--- src/rtl/data_inf_sync_fifo.sv ---
// ============================================================================
// data_inf_sync_fifo
// ----------------------------------------------------------------------------
// Single-clock valid/ready buffer for data_inf streams. Words arrive on the
// slaver side and leave on the master side in order. The head entry is shown
// combinationally (first-word-fall-through). With PACKET_MODE=1 the master
// side only presents data once a complete packet (terminated by slaver_last)
// is stored. A packet too large to fit is force-released so the buffer
// cannot deadlock.
//
// Ports:
//   clock         in   single clock, rising edge
//   rst           in   synchronous active-high reset
//   flush         in   synchronous clear of contents (slaver_ready unaffected)
//   slaver_data   in   write data [DSIZE]
//   slaver_last   in   end-of-packet marker stored alongside the data
//   slaver_valid  in   write request
//   slaver_ready  out  space available (not full, not in reset)
//   master_data   out  head-of-FIFO data [DSIZE]
//   master_last   out  head-of-FIFO last bit
//   master_valid  out  head entry presentable
//   master_ready  in   consumer accepts the head entry
//   count         out  number of stored entries [$clog2(DEPTH+1)]
//   almost_full   out  count >= AF_LEVEL
//   almost_empty  out  count <= AE_LEVEL
//   pkt_oversize  out  one-cycle pulse when an oversize packet is released
// ============================================================================
module data_inf_sync_fifo #(
    parameter int DSIZE       = 8,
    parameter int DEPTH       = 16,
    parameter int PACKET_MODE = 0,
    parameter int AF_LEVEL    = DEPTH - 2,
    parameter int AE_LEVEL    = 2
) (
    input  logic                       clock,
    input  logic                       rst,
    input  logic                       flush,
    input  logic [DSIZE-1:0]           slaver_data,
    input  logic                       slaver_last,
    input  logic                       slaver_valid,
    output logic                       slaver_ready,
    output logic [DSIZE-1:0]           master_data,
    output logic                       master_last,
    output logic                       master_valid,
    input  logic                       master_ready,
    output logic [$clog2(DEPTH+1)-1:0] count,
    output logic                       almost_full,
    output logic                       almost_empty,
    output logic                       pkt_oversize
);

    localparam int AW = $clog2(DEPTH);
    localparam int PW = AW + 1;
    localparam int CW = $clog2(DEPTH + 1);

    localparam logic [CW-1:0] AF_THRESH = CW'(AF_LEVEL);
    localparam logic [CW-1:0] AE_THRESH = CW'(AE_LEVEL);
    localparam logic          PKT_EN    = (PACKET_MODE != 0);

    // In packet mode the output is either holding back incomplete packets
    // or, after an oversize packet filled the buffer, releasing it.
    typedef enum logic {
        GATE_HOLD,
        GATE_RELEASE
    } gate_e;

    logic [DSIZE:0]  mem_q [DEPTH];
    logic [PW-1:0]   wrPtr_q, wrPtr_d;
    logic [PW-1:0]   rdPtr_q, rdPtr_d;
    logic [CW-1:0]   count_q, count_d;
    logic [CW-1:0]   pktCnt_q, pktCnt_d;
    gate_e           gate_q, gate_d;

    logic            full;
    logic            empty;
    logic            push;
    logic            pop;
    logic            clear;
    logic            pushLast;
    logic            popLast;
    logic            releaseSet;
    logic            pktReady;
    logic [DSIZE:0]  headEntry;

    // Pointers carry one extra wrap bit so that full and empty can be told
    // apart without a separate flag: equal means empty, equal except for the
    // wrap bit means full.
    assign empty = (wrPtr_q == rdPtr_q);
    assign full  = (wrPtr_q[PW-1] != rdPtr_q[PW-1]) &&
                   (wrPtr_q[AW-1:0] == rdPtr_q[AW-1:0]);
    assign clear = rst || flush;

    // slaver_ready only looks at stored state (and reset), never at
    // master_ready, so a full buffer refuses writes even while it is popped.
    assign slaver_ready = !full && !rst;

    // Head of the buffer is driven straight from the array so a stored word
    // is visible the cycle after it is written.
    assign headEntry   = mem_q[rdPtr_q[AW-1:0]];
    assign master_data = headEntry[DSIZE-1:0];
    assign master_last = headEntry[DSIZE];

    // An oversize packet has filled the buffer without any complete packet
    // stored: it must be released now or nothing could ever move again.
    assign releaseSet = PKT_EN && full && (pktCnt_q == '0) && (gate_q == GATE_HOLD);

    // The head beat may leave if a complete packet is stored or if the
    // current (oversize) packet is being released.
    assign pktReady = (pktCnt_q != '0) || (gate_q == GATE_RELEASE) || releaseSet;

    assign master_valid = !rst && !empty && (!PKT_EN || pktReady);
    assign pkt_oversize = !rst && releaseSet;

    assign push     = slaver_valid && slaver_ready;
    assign pop      = master_valid && master_ready;
    assign pushLast = push && slaver_last;
    assign popLast  = pop && master_last;

    assign count        = count_q;
    assign almost_full  = (count_q >= AF_THRESH);
    assign almost_empty = (count_q <= AE_THRESH);

    // Next-state for the pointers, the fill count and the complete-packet
    // count. Simultaneous push and pop leave both counts unchanged.
    always_comb begin
        wrPtr_d  = wrPtr_q;
        rdPtr_d  = rdPtr_q;
        count_d  = count_q;
        pktCnt_d = pktCnt_q;

        if (push) begin
            wrPtr_d = wrPtr_q + PW'(1);
        end
        if (pop) begin
            rdPtr_d = rdPtr_q + PW'(1);
        end

        case ({push, pop})
            2'b10:   count_d = count_q + CW'(1);
            2'b01:   count_d = count_q - CW'(1);
            default: count_d = count_q;
        endcase

        case ({pushLast, popLast})
            2'b10:   pktCnt_d = pktCnt_q + CW'(1);
            2'b01:   pktCnt_d = pktCnt_q - CW'(1);
            default: pktCnt_d = pktCnt_q;
        endcase
    end

    // Release gate: once an oversize packet is released it keeps flowing
    // until its last beat leaves, even if the buffer drains completely and
    // the remaining beats trickle in afterwards.
    always_comb begin
        gate_d = gate_q;
        case (gate_q)
            GATE_HOLD: begin
                if (releaseSet) begin
                    gate_d = GATE_RELEASE;
                end
            end
            GATE_RELEASE: begin
                if (popLast) begin
                    gate_d = GATE_HOLD;
                end
            end
            default: gate_d = GATE_HOLD;
        endcase
    end

    // State registers. Reset and flush both discard the contents and ignore
    // any handshake happening in the same cycle.
    always_ff @(posedge clock) begin
        if (clear) begin
            wrPtr_q  <= '0;
            rdPtr_q  <= '0;
            count_q  <= '0;
            pktCnt_q <= '0;
            gate_q   <= GATE_HOLD;
        end else begin
            wrPtr_q  <= wrPtr_d;
            rdPtr_q  <= rdPtr_d;
            count_q  <= count_d;
            pktCnt_q <= pktCnt_d;
            gate_q   <= gate_d;
        end
    end

    // Storage array: data and last bit are written together. It has no
    // reset because empty pointers already hide stale contents.
    always_ff @(posedge clock) begin
        if (push && !clear) begin
            mem_q[wrPtr_q[AW-1:0]] <= {slaver_last, slaver_data};
        end
    end

endmodule

--- config.mk ---
export PLATFORM = sky130hd
export DESIGN_NAME = data_inf_sync_fifo
export DESIGN_NICKNAME = d
export VERILOG_FILES = /design/src/rtl/data_inf_sync_fifo.sv
export SDC_FILE = /design/constraint.sdc
export NUM_CORES = 1
export LEC_CHECK = 0
export ABC_AREA = 1
export CELL_PAD_IN_SITES_DETAIL_PLACEMENT = 0
export CELL_PAD_IN_SITES_GLOBAL_PLACEMENT = 1
export CORE_MARGIN = 1.5
export CORE_UTILIZATION = 52
export DETAILED_ROUTE_END_ITERATION = 7
export GPL_TIMING_DRIVEN = 0
export HOLD_SLACK_MARGIN = 0.12
export PLACE_DENSITY_LB_ADDON = 0.1
export SLEW_MARGIN = 5
export SYNTH_ARGS = -nofsm -noshare
export SYNTH_HDL_FRONTEND = slang
export SYNTH_SLANG_ARGS = --single-unit
--- constraint.sdc ---
create_clock -name clock -period 4.5 [get_ports clock]
set_clock_uncertainty 0.1 [all_clocks]
set_input_delay 0.9 -clock clock [delete_from_list [all_inputs] [get_ports clock]]
set_output_delay 0.9 -clock clock [all_outputs]
set_load 0.01 [all_outputs]
After elaboration in Yosys (flattened, before gate mapping)

Memory sizes are Yosys's and may differ from the RTL's. A register that Yosys moved wholly into a read port is not among the register bits.
Cells that the tools add are included.

Eq/ne operators: 5
Order comparisons: 2
Add/sub/neg operators: 4
Reduce and logical (&&, ||, !) cells: 12
Mux-type cells: 5

Operators with widths:

| operator                                                        | number |
|---|---|
| adder 5 x 1 -> 5 bit (second input constant)                    | 3 |
| case mux 5 bit (2 select lines)                                 | 1 |
| two-way mux 4 bit                                               | 2 |
| logical AND 1 bit                                               | 6 |
| == test 5 bit                                                   | 1 |
| >= comparator 5 x 4 -> 1 bit (second input constant)            | 1 |
| less-or-equal comparator 5 x 2 -> 1 bit (second input constant) | 1 |
| subtractor 5 x 1 -> 5 bit (second input constant)               | 1 |
| == test 4 bit                                                   | 1 |
| logical NOT 1 bit                                               | 4 |
| == test 2 x 1 -> 1 bit (second input constant)                  | 1 |
| == test 2 bit (second input constant)                           | 1 |
| two-way mux 1 bit                                               | 2 |
| nonzero test 2 bit                                              | 1 |
| logical OR 1 bit                                                | 1 |
| != test 1 bit                                                   | 1 |

Register bits: 15
Memories: 1
Memory bits (writable): 144
Logic and storage cells: 32
Input bits: 14
Output and inout bits: 19

Memories:

| name  | depth | width | read ports | clocked after memory_dff | wr ports | line | RTL |
|---|---|---|---|---|---|---|---|
| mem_q | 16    | 9     | 1          | 1                        | 1        | 67   | `logic [DSIZE:0] mem_q [DEPTH];` |

Logic depth before layout (Yosys ltp)

Depth in word-level cells: 8
Gate-level depth with buffers: 15
Depth with buffers taken out: 15

Worst setup path before layout

No wires, ideal clock.

Kind: input to register
Start point: input port rst
End point: register count_q[4] (netlist: count[4])
Buffers on the path: 0
Data required time: 4.327 ns
Setup slack: 1.938 ns
Data arrival time: 2.388 ns
Stages: 10
Cell sequence: inv_1 -> nand3_1 -> ha_1 -> fa_1 -> nand2_1 -> nand2_1 -> a21oi_1 -> xor2_1 -> nand2_1 -> a21oi_1

Cells in the longest elaborated chain, start to end: 5

Ends and longest elaborated chain:

| element                                                                      | line     | RTL |
|---|---|---|
| start: declaration                                                           | 36       | `input logic rst,` |
| logical NOT 1 bit                                                            | n/a      |  |
| logical AND 1 bit, on equally long branches                                  | 111, 95  |  |
| logical AND 1 bit, on equally long branches                                  | 115, 114 |  |
| == test 2 x 1 -> 1 bit / == test 2 bit (equally long branches)               | 138      | `case ({push, pop})` |
| case mux 5 bit (2 select lines) / nonzero test 2 bit (equally long branches) | n/a      |  |
| end signal: assignment                                                       | 183      | `count_q <= count_d;` |
| end: declaration                                                             | 70       | `logic [CW-1:0] count_q, count_d;` |

Parallel ways exist; a longest one is shown, timed or not.
A chain may end at the register's enable or synchronous reset.

==> run summary <==
Slew headroom: 0.3157
Post-CTS Setup Bufs: 0
Layout fillers: 1006
vias in the first global route: 4736
critical path's largest stage delay: 0.53 ns
1st-pass router iterations: 5
synth top area cells: edfxtp_1, nor2_1, o21ai_0
crit path launch type: flip-flop
CTS max path bufs: 2
Clock Latency Late Sink: 0.42 ns
Crit. End Element: output port
MaxCap Viol Count: 0
critical path class: reg2out
f_max: 0.2592 GHz
crit-path max FO: 10
Syn. warnings: 0
gr usage total: 0.2566
cell repeated most along the worst path: o211ai_1
Post-DRT Antenna Nets: 0
final setup vio count: 0
Synth area leader: edfxtp_1
CTS tree: built
R2R cell count: 15
Layout Utilization: 0.6322
largest net degree at the start of global routing: 17
most frequent cell after synthesis: edfxtp_1
Pwr Density: 414.3 mW/mm²
async set-reset flop share out of synthesis: 0
root buf cell: clkbuf_16
core area: 0.01277 mm²
initial drt markers: 532
placer's final routability congestion estimate: 0.8445
Starting Density: 0.5401
Congestion Overflow GR: 0
first-pass GRT wire length: 26.25 mm
vias: 4682
drt total wl: 16.88 mm
pins over their slew limit: 0
Tightest Pin Transition: 1.023 ns
Via density: 5.547
crit-path cells: buf_2 > clkbuf_1 > o21ai_0 > o211ai_1 > o211ai_1 > nand2_1 > clkdlybuf4s50_1
static leakage: 0.002756 µW
Post-synth EDFFs: 144
Mapped Area: 0.006899 mm²
RSZ-0062 raised after global routing: no
H-tree Lvls: 4
routed len/inst: 20.00 µm
CTS resizes: 0
FF/Latch Area: 0.004705 mm²
Period minus WS final: 3.858 ns
setup tns final: 0 ns
Port-buffer cells: 31
HP Class: reg2reg
highest-delay cell along the critical path: clkdlybuf4s50_1
Chip Height: 118.2 µm
#FFs+latches synth: 163
Rows: 41
Peak VDD IR: 275.9 µV
clock-pin transition on the worst setup and hold timing paths: 0.06 ns
Area Growth Syn to Fin: 17.05%
Final #Nets: 683
Hold Violations, Final: 0
Residual DRC: 0
Yosys cell types: 31
CTS Buf Count: 17
outcome: finished, final reports clean
syn_area_per_cell: 11.33 µm²
WP buf/inv: 3
Crit path max-delay family: buffers and inverters
area share of the largest cell type after synthesis: 0.6268
Post-CTS Hold Fix Bufs: 0
CP arrival: 2.86 ns
syn nets: 633
Die W: 118.2 µm
CTS Sinks: 163
antenna cell count: 0
Synth Flop Type: edfxtp_1
I/O pins: 33
hpwl dp: 11.26 mm
Total Die Area: 0.01397 mm²
worst hold stages: 2
Final Cycle Share: 0.8574
sequential fraction of the synthesis area: 0.6819
Syn Inst Count: 609
initial antenna violation count: 0
multi-input logic area: 0.001959 mm²
fraction of layout cells with a size suffix above 1: 0.08333
WP data required: 3.50 ns
Worst path depth: 7
most frequent cells after synthesis: edfxtp_1, nor2_1, o21ai_0
-- where the power goes --
group / switching [µW] / total (µW) / internal, µW
clock network: 561 / 1580 / 1020
logic: 72.5 / 110 / 37.4
registers: 3.72 / 1650 / 1650
total: 637 / 3350 / 2710
-- per-stage QoR --
stage | area, µm² | hold slack, ns | power, µW | std cells | worst slack (ns)
final | 8075 | 0.4229 | 3345 | 844 | 0.6417
after global routing | 8075 | 0.4713 | 3434 | 844 | 0.5464
after CTS | 8075 | 0.4275 | 3351 | 844 | 0.6557
after detailed placement | 7425 | 0.4181 | 1794 | 812 | 0.9062
after global placement | 7425 | 0.4179 | 1791 | 812 | 0.9288
after floorplan | 6899 | 0.4170 | 1730 | 609 | 1.938
-- routing by layer --
layer / track usage / wire length (µm)
met2: 0.4201 / 8221
met4: 0.1044 / 567
met1: 0.3325 / 6814
met5: 0 / 0
met3: 0.05792 / 1279
-- cell usage in the layout, fill, tap and decap left out, types with 4 or more instances in the layout --
master,synthesis,routed
bufinv_16,0,5
o21ai_0,83,83
ha_1,9,9
buf_1,5,5
inv_1,19,19
xor2_1,4,4
edfxtp_1,144,144
clkdlybuf4s50_1,0,31
nor2_1,142,142
nand2_1,66,66
nor2_2,4,4
dfxtp_1,19,19
nand4_1,5,5
clkbuf_16,0,17
clkinv_2,0,6
clkbuf_1,15,16
nand3_1,21,21
a21oi_1,7,7
buf_2,8,8
o211ai_1,36,36
inv_2,4,4
-- cell families after synthesis --
group | after synthesis | synth area share
compound gates | 128 | 0.1070
buf+inv | 56 | 0.03409
xor+xnor | 6 | 0.008705
other cells | 1 | 0.0005435
fa+ha+maj | 10 | 0.01922
simple gates | 245 | 0.1485
flops | 163 | 0.6819
-- path summary, 6_finish.rpt --
path / start / end / slack (ns)
setup / recovery: flip-flop / master_data[7] / 0.64
hold / removal: count[4]$_SDFFE_PP0P_ / count[4]$_SDFFE_PP0P_ / 0.42
setup reg to reg: wrPtr_q[0]$_SDFFE_PP0P_ / count[4]$_SDFFE_PP0P_ / 1.67
hold reg to reg: count[4]$_SDFFE_PP0P_ / count[4]$_SDFFE_PP0P_ / 0.42
-- cell type report --
type,instances,area share
buffer,30,0.01704
clock buffer,21,0.05826
clock inverter,11,0.02231
inverter,26,0.01209
multi-input combinational,390,0.2426
sequential,163,0.5826
tap,172,0.02665
timing repair buffer,31,0.03843
-- state kept, by name, summed over array words and instances, names as in the netlist, named ones only --
register,flops
wrPtr_q,5
rdPtr_q,5
count,5
mem_q,144
-- worst min-delay path, stage by stage (launching register included) --
cell,delay (ns)
dfxtp_1,0.35
nand2_1,0.08
a21oi_1,0.05
Power figures use the tool's default switching activity.
